==> src/rtl/can_tx_mbox_sched_pkg.sv <==
// Shared constants for the CAN TX mailbox scheduler: FSM encoding, retry counter
// type and mailbox index sizing.
package can_tx_mbox_sched_pkg;

  localparam int unsigned STATE_W = 2;
  localparam logic [STATE_W-1:0] S_IDLE   = 2'd0;
  localparam logic [STATE_W-1:0] S_SELECT = 2'd1;
  localparam logic [STATE_W-1:0] S_REQ    = 2'd2;
  localparam logic [STATE_W-1:0] S_WAIT   = 2'd3;

  localparam int unsigned RETRY_W = 8;
  typedef logic [RETRY_W-1:0] retry_t;

  function automatic int unsigned idx_width(input int unsigned n);
    return (n > 1) ? $clog2(n) : 1;
  endfunction

  // Saturating increment so a long error burst never wraps back to zero
  function automatic retry_t retry_inc(input retry_t r);
    return (r == '1) ? r : r + RETRY_W'(1);
  endfunction

endpackage

==> src/rtl/can_tx_mbox_sched_if.sv <==
// Scheduler <-> CAN TX bit engine handshake. master = scheduler, slave = engine.
interface can_tx_mbox_sched_if #(
  parameter int unsigned ID_WIDTH   = 32,
  parameter int unsigned DATA_WIDTH = 64
);

  logic [ID_WIDTH-1:0]   tx_id;
  logic [DATA_WIDTH-1:0] tx_data;
  logic                  tx_req;
  logic                  tx_cancel;
  logic                  tx_done;
  logic                  arb_lost;
  logic                  active_err;
  logic                  tx_empty;

  modport master (
    output tx_id, tx_data, tx_req, tx_cancel,
    input  tx_done, arb_lost, active_err, tx_empty
  );

  modport slave (
    input  tx_id, tx_data, tx_req, tx_cancel,
    output tx_done, arb_lost, active_err, tx_empty
  );

endinterface

==> src/rtl/can_tx_mbox_sched_prio_select.sv <==
// Combinational arbiter: busy mailbox with the lowest ID wins, ties to the
// lowest index.
module can_tx_mbox_sched_prio_select
  import can_tx_mbox_sched_pkg::*;
#(
  parameter int unsigned NUM_MBOX = 4,
  parameter int unsigned ID_WIDTH = 32
) (
  input  logic [NUM_MBOX-1:0]            busy,
  input  logic [ID_WIDTH-1:0]            id [NUM_MBOX],
  output logic [idx_width(NUM_MBOX)-1:0] win_idx,
  output logic                           win_valid
);

  localparam int unsigned IDX_W = idx_width(NUM_MBOX);

  logic [ID_WIDTH-1:0] best_id;

  // Strict less-than keeps the earlier (lower) index on equal IDs
  always_comb begin
    win_valid = 1'b0;
    win_idx   = '0;
    best_id   = '0;
    for (int i = 0; i < NUM_MBOX; i++) begin
      if (busy[i] && (!win_valid || (id[i] < best_id))) begin
        win_valid = 1'b1;
        win_idx   = IDX_W'(i);
        best_id   = id[i];
      end
    end
  end

endmodule

==> src/rtl/can_tx_mbox_sched.sv <==
// CAN transmit mailbox scheduler: holds pending frames, offers the highest
// priority one to the TX engine and handles retry, cancel and watchdog abort.
module can_tx_mbox_sched
  import can_tx_mbox_sched_pkg::*;
#(
  parameter int unsigned NUM_MBOX    = 4,
  parameter int unsigned ID_WIDTH    = 32,
  parameter int unsigned DATA_WIDTH  = 64,
  parameter int unsigned RETRY_LIMIT = 8,
  parameter int unsigned WDOG_CYCLES = 4096
) (
  input  logic                            clk_can,
  input  logic                            rst,
  input  logic                            mb_wr_en,
  input  logic [idx_width(NUM_MBOX)-1:0]  mb_wr_idx,
  input  logic [ID_WIDTH-1:0]             mb_wr_id,
  input  logic [DATA_WIDTH-1:0]           mb_wr_data,
  input  logic [NUM_MBOX-1:0]             mb_cancel,
  output logic [NUM_MBOX-1:0]             mb_busy,
  output logic [NUM_MBOX-1:0]             mb_done,
  output logic [NUM_MBOX-1:0]             mb_abort,
  output logic                            mb_wr_rej,
  can_tx_mbox_sched_if.master             eng
);

  localparam int unsigned IDX_W  = idx_width(NUM_MBOX);
  localparam int unsigned WDOG_W = $clog2(WDOG_CYCLES + 1);

  logic [STATE_W-1:0]    state_q, state_d;
  logic [NUM_MBOX-1:0]   busy_q, busy_d;
  logic [IDX_W-1:0]      act_q, act_d;
  logic                  cflag_q, cflag_d;
  logic [WDOG_W-1:0]     wdog_q, wdog_d;
  retry_t                retry_q [NUM_MBOX];
  retry_t                retry_d [NUM_MBOX];
  logic [NUM_MBOX-1:0]   done_q, done_d;
  logic [NUM_MBOX-1:0]   abort_q, abort_d;
  logic                  rej_q, rej_d;
  logic                  tx_req_q, tx_cancel_q;
  logic [ID_WIDTH-1:0]   tx_id_q, tx_id_d;
  logic [DATA_WIDTH-1:0] tx_data_q, tx_data_d;
  logic                  wdog_fire;

  logic [ID_WIDTH-1:0]   id_q   [NUM_MBOX];
  logic [DATA_WIDTH-1:0] data_q [NUM_MBOX];

  logic [IDX_W-1:0]      win_idx;
  logic                  win_valid;
  logic [IDX_W-1:0]      act_cur;
  logic                  act_live;
  logic                  wr_hit;
  logic                  wr_accept;
  retry_t                retry_nxt;

  can_tx_mbox_sched_prio_select #(
    .NUM_MBOX (NUM_MBOX),
    .ID_WIDTH (ID_WIDTH)
  ) u_prio (
    .busy      (busy_q),
    .id        (id_q),
    .win_idx   (win_idx),
    .win_valid (win_valid)
  );

  // The mailbox currently owned by the FSM is handled there, not by the plain cancel path
  assign act_cur   = (state_q == S_SELECT) ? win_idx : act_q;
  assign act_live  = ((state_q == S_SELECT) && win_valid) || (state_q == S_REQ) || (state_q == S_WAIT);
  assign wr_hit    = mb_wr_en && (32'(mb_wr_idx) < NUM_MBOX);
  assign wr_accept = wr_hit && !busy_q[mb_wr_idx];
  assign retry_nxt = retry_inc(retry_q[act_q]);

  always_comb begin
    state_d   = state_q;
    busy_d    = busy_q;
    act_d     = act_q;
    cflag_d   = cflag_q;
    wdog_d    = wdog_q;
    retry_d   = retry_q;
    done_d    = '0;
    abort_d   = '0;
    rej_d     = 1'b0;
    tx_id_d   = tx_id_q;
    tx_data_d = tx_data_q;
    wdog_fire = 1'b0;

    for (int i = 0; i < NUM_MBOX; i++) begin
      if (mb_cancel[i] && busy_q[i] && !(act_live && (act_cur == IDX_W'(i)))) begin
        busy_d[i]  = 1'b0;
        abort_d[i] = 1'b1;
      end
    end

    if (wr_hit) begin
      if (busy_q[mb_wr_idx]) begin
        rej_d = 1'b1;
      end else begin
        busy_d[mb_wr_idx]  = 1'b1;
        retry_d[mb_wr_idx] = '0;
      end
    end

    case (state_q)
      S_IDLE: begin
        if ((|busy_q) && eng.tx_empty) state_d = S_SELECT;
      end
      S_SELECT: begin
        if (!win_valid) begin
          state_d = S_IDLE;
        end else if (mb_cancel[win_idx]) begin
          busy_d[win_idx]  = 1'b0;
          abort_d[win_idx] = 1'b1;
          state_d          = S_IDLE;
        end else begin
          act_d     = win_idx;
          tx_id_d   = id_q[win_idx];
          tx_data_d = data_q[win_idx];
          cflag_d   = 1'b0;
          state_d   = S_REQ;
        end
      end
      S_REQ: begin
        wdog_d  = '0;
        state_d = S_WAIT;
        if (mb_cancel[act_q]) cflag_d = 1'b1;
      end
      S_WAIT: begin
        if (eng.tx_done) begin
          busy_d[act_q]  = 1'b0;
          done_d[act_q]  = 1'b1;
          retry_d[act_q] = '0;
          cflag_d        = 1'b0;
          state_d        = S_IDLE;
        end else if (eng.arb_lost || eng.active_err) begin
          if (cflag_q || mb_cancel[act_q]) begin
            busy_d[act_q]  = 1'b0;
            abort_d[act_q] = 1'b1;
          end else if (!eng.arb_lost) begin
            retry_d[act_q] = retry_nxt;
            if (retry_nxt == RETRY_W'(RETRY_LIMIT)) begin
              busy_d[act_q]  = 1'b0;
              abort_d[act_q] = 1'b1;
            end
          end
          cflag_d = 1'b0;
          state_d = S_IDLE;
        end else if (wdog_q == WDOG_W'(WDOG_CYCLES - 1)) begin
          wdog_fire      = 1'b1;
          busy_d[act_q]  = 1'b0;
          abort_d[act_q] = 1'b1;
          cflag_d        = 1'b0;
          state_d        = S_IDLE;
        end else begin
          wdog_d = wdog_q + WDOG_W'(1);
          if (mb_cancel[act_q]) cflag_d = 1'b1;
        end
      end
      default: state_d = S_IDLE;
    endcase
  end

  always_ff @(posedge clk_can) begin
    if (rst) begin
      state_q     <= S_IDLE;
      busy_q      <= '0;
      act_q       <= '0;
      cflag_q     <= 1'b0;
      wdog_q      <= '0;
      done_q      <= '0;
      abort_q     <= '0;
      rej_q       <= 1'b0;
      tx_req_q    <= 1'b0;
      tx_cancel_q <= 1'b0;
      tx_id_q     <= '0;
      tx_data_q   <= '0;
      for (int i = 0; i < NUM_MBOX; i++) retry_q[i] <= '0;
    end else begin
      state_q     <= state_d;
      busy_q      <= busy_d;
      act_q       <= act_d;
      cflag_q     <= cflag_d;
      wdog_q      <= wdog_d;
      done_q      <= done_d;
      abort_q     <= abort_d;
      rej_q       <= rej_d;
      tx_req_q    <= (state_d == S_REQ);
      tx_cancel_q <= cflag_d | wdog_fire;
      tx_id_q     <= tx_id_d;
      tx_data_q   <= tx_data_d;
      retry_q     <= retry_d;
    end
  end

  // Frame storage needs no reset: busy gates every use of it
  always_ff @(posedge clk_can) begin
    if (wr_accept) begin
      id_q[mb_wr_idx]   <= mb_wr_id;
      data_q[mb_wr_idx] <= mb_wr_data;
    end
  end

  assign mb_busy       = busy_q;
  assign mb_done       = done_q;
  assign mb_abort      = abort_q;
  assign mb_wr_rej     = rej_q;
  assign eng.tx_id     = tx_id_q;
  assign eng.tx_data   = tx_data_q;
  assign eng.tx_req    = tx_req_q;
  assign eng.tx_cancel = tx_cancel_q;

endmodule

==> src/flat_wrapper.sv <==
// flat-port wrapper written by rule: the top's interface ports become plain ports
module can_tx_mbox_sched_flat import can_tx_mbox_sched_pkg::*;
#(
  parameter int unsigned NUM_MBOX    = 4,
  parameter int unsigned ID_WIDTH    = 32,
  parameter int unsigned DATA_WIDTH  = 64,
  parameter int unsigned RETRY_LIMIT = 8,
  parameter int unsigned WDOG_CYCLES = 4096
)
  (clk_can, rst, mb_wr_en, mb_wr_idx, mb_wr_id, mb_wr_data, mb_cancel, mb_busy, mb_done, mb_abort, mb_wr_rej, eng_tx_id, eng_tx_data, eng_tx_req, eng_tx_cancel, eng_tx_done, eng_arb_lost, eng_active_err, eng_tx_empty);
  can_tx_mbox_sched_if #(.ID_WIDTH(ID_WIDTH), .DATA_WIDTH(DATA_WIDTH)) eng_i ();
  input  logic clk_can;
  input  logic rst;
  input  logic mb_wr_en;
  input  logic [idx_width(NUM_MBOX)-1:0] mb_wr_idx;
  input  logic [ID_WIDTH-1:0] mb_wr_id;
  input  logic [DATA_WIDTH-1:0] mb_wr_data;
  input  logic [NUM_MBOX-1:0] mb_cancel;
  output logic [NUM_MBOX-1:0] mb_busy;
  output logic [NUM_MBOX-1:0] mb_done;
  output logic [NUM_MBOX-1:0] mb_abort;
  output logic mb_wr_rej;
  output wire logic [$bits(eng_i.tx_id)-1:0] eng_tx_id;
  output wire logic [$bits(eng_i.tx_data)-1:0] eng_tx_data;
  output wire logic [$bits(eng_i.tx_req)-1:0] eng_tx_req;
  output wire logic [$bits(eng_i.tx_cancel)-1:0] eng_tx_cancel;
  input wire logic [$bits(eng_i.tx_done)-1:0] eng_tx_done;
  input wire logic [$bits(eng_i.arb_lost)-1:0] eng_arb_lost;
  input wire logic [$bits(eng_i.active_err)-1:0] eng_active_err;
  input wire logic [$bits(eng_i.tx_empty)-1:0] eng_tx_empty;
  assign eng_tx_id = eng_i.tx_id;
  assign eng_tx_data = eng_i.tx_data;
  assign eng_tx_req = eng_i.tx_req;
  assign eng_tx_cancel = eng_i.tx_cancel;
  assign eng_i.tx_done = eng_tx_done;
  assign eng_i.arb_lost = eng_arb_lost;
  assign eng_i.active_err = eng_active_err;
  assign eng_i.tx_empty = eng_tx_empty;
  can_tx_mbox_sched #(.NUM_MBOX(NUM_MBOX), .ID_WIDTH(ID_WIDTH), .DATA_WIDTH(DATA_WIDTH), .RETRY_LIMIT(RETRY_LIMIT), .WDOG_CYCLES(WDOG_CYCLES)) u_core (.clk_can(clk_can), .rst(rst), .mb_wr_en(mb_wr_en), .mb_wr_idx(mb_wr_idx), .mb_wr_id(mb_wr_id), .mb_wr_data(mb_wr_data), .mb_cancel(mb_cancel), .mb_busy(mb_busy), .mb_done(mb_done), .mb_abort(mb_abort), .mb_wr_rej(mb_wr_rej), .eng(eng_i));
endmodule
==> config.mk <==
export PLATFORM = sky130hd
export DESIGN_NAME = can_tx_mbox_sched_flat
export DESIGN_NICKNAME = d
export VERILOG_FILES = /design/src/rtl/can_tx_mbox_sched_pkg.sv /design/src/rtl/can_tx_mbox_sched_if.sv /design/src/rtl/can_tx_mbox_sched_prio_select.sv /design/src/rtl/can_tx_mbox_sched.sv /design/src/flat_wrapper.sv
export SDC_FILE = /design/constraint.sdc
export NUM_CORES = 1
export LEC_CHECK = 0
export CAP_MARGIN = 10
export CORE_UTILIZATION = 40
export DETAILED_ROUTE_END_ITERATION = 8
export RECOVER_POWER = 50
export SLEW_MARGIN = 30
export SYNTH_ARGS = -nofsm -noshare
export SYNTH_HDL_FRONTEND = slang
export SYNTH_HIERARCHICAL = 1
export SYNTH_SLANG_ARGS = --single-unit
==> constraint.sdc <==
create_clock -name clk_can -period 18.71 [get_ports clk_can]
set_clock_uncertainty 0.15 [all_clocks]
set_input_delay 1.871 -clock clk_can [delete_from_list [all_inputs] [get_ports clk_can]]
set_output_delay 1.871 -clock clk_can [all_outputs]
set_load 0.005 [all_outputs]
==> metrics.md <==
| Metric | Value |
|---|---|
| Outcome | `finished with violations` |
| Violated checks | `max-capacitance violations, max-slew violations` |
| Summed negative setup slack over all endpoints | `0 ns` |
| FF+latch area | `14800 sq um` |
| Power density relative to cell area | `93.2 nW/um^2` |
| # Max-Cap Violations | `3` |
| Number of rows created at floorplan | `88` |
| H-tree lvl count | `2` |
| Iteration-0 DRC Markers | `1155` |
| Net switching power figure | `618 uW` |
| Insertion delay to the later sink of the worst-skew pair | `0.64 ns` |
| Share of final-layout standard cells stronger than drive strength 1 | `13.9%` |
| Clock tree from TritonCTS | `built` |
| Resized Gates After CTS | `0` |
| Capturing element type of the critical path | `flip-flop` |
| Max incr delay on CP | `0.76 ns` |
| Clock-pin slew on the worst setup and hold paths | `0.06 ns` |
| Most used DFF post-synth | `edfxtp_1` |
| Antenna violations before repair | `21` |
| Int Power | `2040 uW` |
| Number of buffers added by the clock tree synthesis step | `57` |
| Clock period minus worst slack | `11.05 ns` |
| Hold WC Path Type | `reg2reg` |
| Layout Area Growth over Synthesis | `20.0%` |
| Pre-CTS setup slack | `7.61 ns` |
| Number of enable flip-flop cells after synthesis | `384` |
| CTS Root Cell | `clkbuf_16` |
| Number of buffers inserted for hold repair after clock tree synthesis | `0` |
| Post-detailed-route wirelength per cell | `21.7 um` |
| Global-route wire length before repair | `91.3 mm` |
| Multi-input logic area | `8430 sq um` |
| Final period utilization | `59.1%` |
| Remaining routing DRC violations | `0` |
| Congestion Overflow GR | `0` |
| Estimated wirelength of the detail-placed design | `38.0 mm` |
| Worst EP arrival | `11.21 ns` |
| Element type at the critical path start | `flip-flop` |
| Synth Net Count | `1928` |
| Total wire length | `59.7 mm` |
| Port Buffer Count | `219` |
| Fraction of the yosys area taken by sequential cells | `62.1%` |
| Count of final setup violators | `0` |
| P_leak | `0.00981 uW` |
| Highest clock frequency the design can meet | `90.5 MHz` |
| Crit path max fanout | `46` |
| Kind of critical path | `reg2reg` |
| Post-synthesis sequential element count | `545` |
| Top-area cell type share of the netlist area | `48.6%` |
| Number of global-route vias before repair | `15600` |
| Routed vias | `15200` |
| Average footprint of a synthesized cell | `13.8 sq um` |
| Bufs on Longest Clock Path | `3` |
| Proportion of power drawn by flip-flops and latches | `50.5%` |
| Top cells by area in the synthesized netlist | `edfxtp_1 (49%), dfxtp_1 (14%), mux4_2 (10%)` |
| RSZ-0062 raised after global routing | `no` |
| Worst VDD drop | `74.2 uV` |
| Relative contribution of the clock network to total power | `40.6%` |
| Cell area reported after detailed placement | `26700 sq um` |
| CP max-delay cell | `buf_4` |
| Filler Cell Count | `5082` |
| Number of synthesis warnings | `6` |
| Share of async-settable or async-resettable flops after synthesis | `0%` |
| Post-synthesis cell area | `23700 sq um` |
| Worst Max-Slew Pin Slew | `4.29 ns` |
| Final net count | `2134` |
| Post-synthesis instance total | `1724` |
| Worst slew margin relative to its limit | `-186%` |
| Post-route cell area | `28500 sq um` |
| Maximum number of pins on one net before global-route repair | `80` |
| Count of pins over their slew limit | `161` |
| Vias per inst | `5.54` |
| Num Clock Sinks | `545` |
| Die Width | `246 um` |
| Post-synth cell types | `79` |
| Postcts setup bufs | `0` |
| DIE HEIGHT | `246 um` |
| Switching part of the total power | `23.3%` |
| Required time reported for the critical path endpoint | `18.87 ns` |
| Top-level I/O count | `220` |
| Final RePlAce weighted congestion | `0.899` |
| Number of iterations in the first detailed-routing pass | `5` |
| Total global routing track utilization | `19.8%` |
| Comb pwr share | `8.9%` |
| Final number of hold-violating endpoints | `0` |
| Core region area | `58100 sq um` |
| Initial Utilization | `40.8%` |
| Leading area contributor after synthesis | `edfxtp_1` |
| Final worst slack | `7.66 ns` |
| DRT antenna net count | `0` |
| DIE AREA | `60300 sq um` |
[metal layers]
metal  track usage [%]  up-vias  part of all wire, %
met5                 0        -                 0.26
met4              6.38       24                  2.8
met3              4.50      125                  7.2
met2              32.6      483                   47
met1              25.9     7591                   42
li1                  -     6999                    -
[layout by cell type, fill, tap and decap left out, drive strengths merged, types with 4 or more instances in the layout]
master	count
nand4b	4
clkinvlp	9
mux2i	4
inv	45
nand4	26
o31ai	4
clkdlybuf4s50	12
and4	4
a21o	18
a21oi	154
o211ai	6
nor2b	23
or3	6
mux2	31
and2	6
dlygate4sd3	206
nand2	268
or2	11
edfxtp	384
and3	10
nand2b	6
dfxtp	161
clkinv	25
a32oi	31
nor4b	4
mux4	107
ha	95
buf	16
o21ai	39
nor2	46
nor4	5
clkbuf	74
xor2	9
nand3	57
diode	6
a31oi	5
nor3	13
a31o	4
[synth_stat cells (all sizes together) (9+ instances only)]
cell    count
edfxtp    384
nand2     268
dfxtp     161
a21oi     154
mux4      107
ha         95
clkbuf     60
nand3      57
nor2       46
inv        45
o21ai      39
a32oi      31
mux2       31
buf        29
nand4      26
nor2b      23
a21o       18
nor3       13
or2        11
and3       10
xor2        9
[registers in the layout, indices dropped and copies added, names as in the netlist, 4 cells and up]
signal	flops
u_core/data_q	256
u_core/id_q	128
u_core/eng.tx_data	64
u_core/eng.tx_id	32
u_core/retry_q	32
u_core/wdog_q	13
u_core/mb_abort	4
u_core/mb_busy	4
u_core/mb_done	4
[layout make-up]
cell class	count	share of cell area (%)
sequential	545	51.8
inverter	45	0.623
clock inverter	35	0.970
tap	765	3.36
timing repair buffer	236	8.20
clock buffer	72	5.41
multi-input combinational	1045	29.6
antenna	6	0.0527
[worst max-delay path: cells and delay by family, from the launching register on]
kind                       cells  cell delay [ns]
AOI/OAI and AO/OA             15             3.59
and+or+nand+nor                9             1.92
adders and majority gates      3             0.97
muxes                          2             0.95
DFF                            1             0.67
buffers and inverters          4             2.39
[stage by stage]
| stage | std cells | utilization [%] | hold slack (ns) | total power (uW) |
|---|---|---|---|---|
| after global placement | 2635 | 45.8 | 0.291 | 1610 |
| after global routing | 2743 | 49.0 | 0.318 | 2750 |
| after CTS | 2743 | 49.0 | 0.306 | 2690 |
| after detailed placement | 2636 | 45.9 | 0.298 | 1610 |
| after floorplan | 1724 | - | 0.293 | 1520 |
| final | 2749 | 49.0 | 0.300 | 2660 |
[worst paths after layout]
kind	startpoint	end	slack [ns]	cells after the start
max	u_core/mb_busy[0]	u_core/eng.tx_data[63]	7.66	33
min	u_core/eng.tx_id[12]	u_core/eng.tx_id[12]	0.30	2
max reg2reg	u_core/mb_busy[0]	u_core/eng.tx_data[63]	7.66	33
min reg2reg	u_core/eng.tx_id[12]	u_core/eng.tx_id[12]	0.30	2
[logic make-up (layout without fill, tap and decap cells)]
family | count (synthesis) | after routing | synth area share (%)
buf+inv | 134 | 388 | 2.45
mux | 142 | 142 | 12.3
compound gates | 293 | 293 | 7.71
other cells | 0 | 6 | 0
flops | 545 | 545 | 62.1
xor+xnor | 9 | 9 | 0.332
fa+ha+maj | 95 | 95 | 5.01
simple gates | 506 | 506 | 10.1
[power groups by stage]
| stage | registers [uW] | clock network (uW) | logic, uW |
|---|---|---|---|
| global route | 1340 | 1150 | 257 |
| detailed placement | 1370 | 0 | 243 |
| global placement | 1370 | 0 | 240 |
| finish | 1340 | 1080 | 235 |
| CTS | 1340 | 1110 | 244 |
| floorplan | 1360 | 0 | 158 |
(Power assumes the default switching activity.)
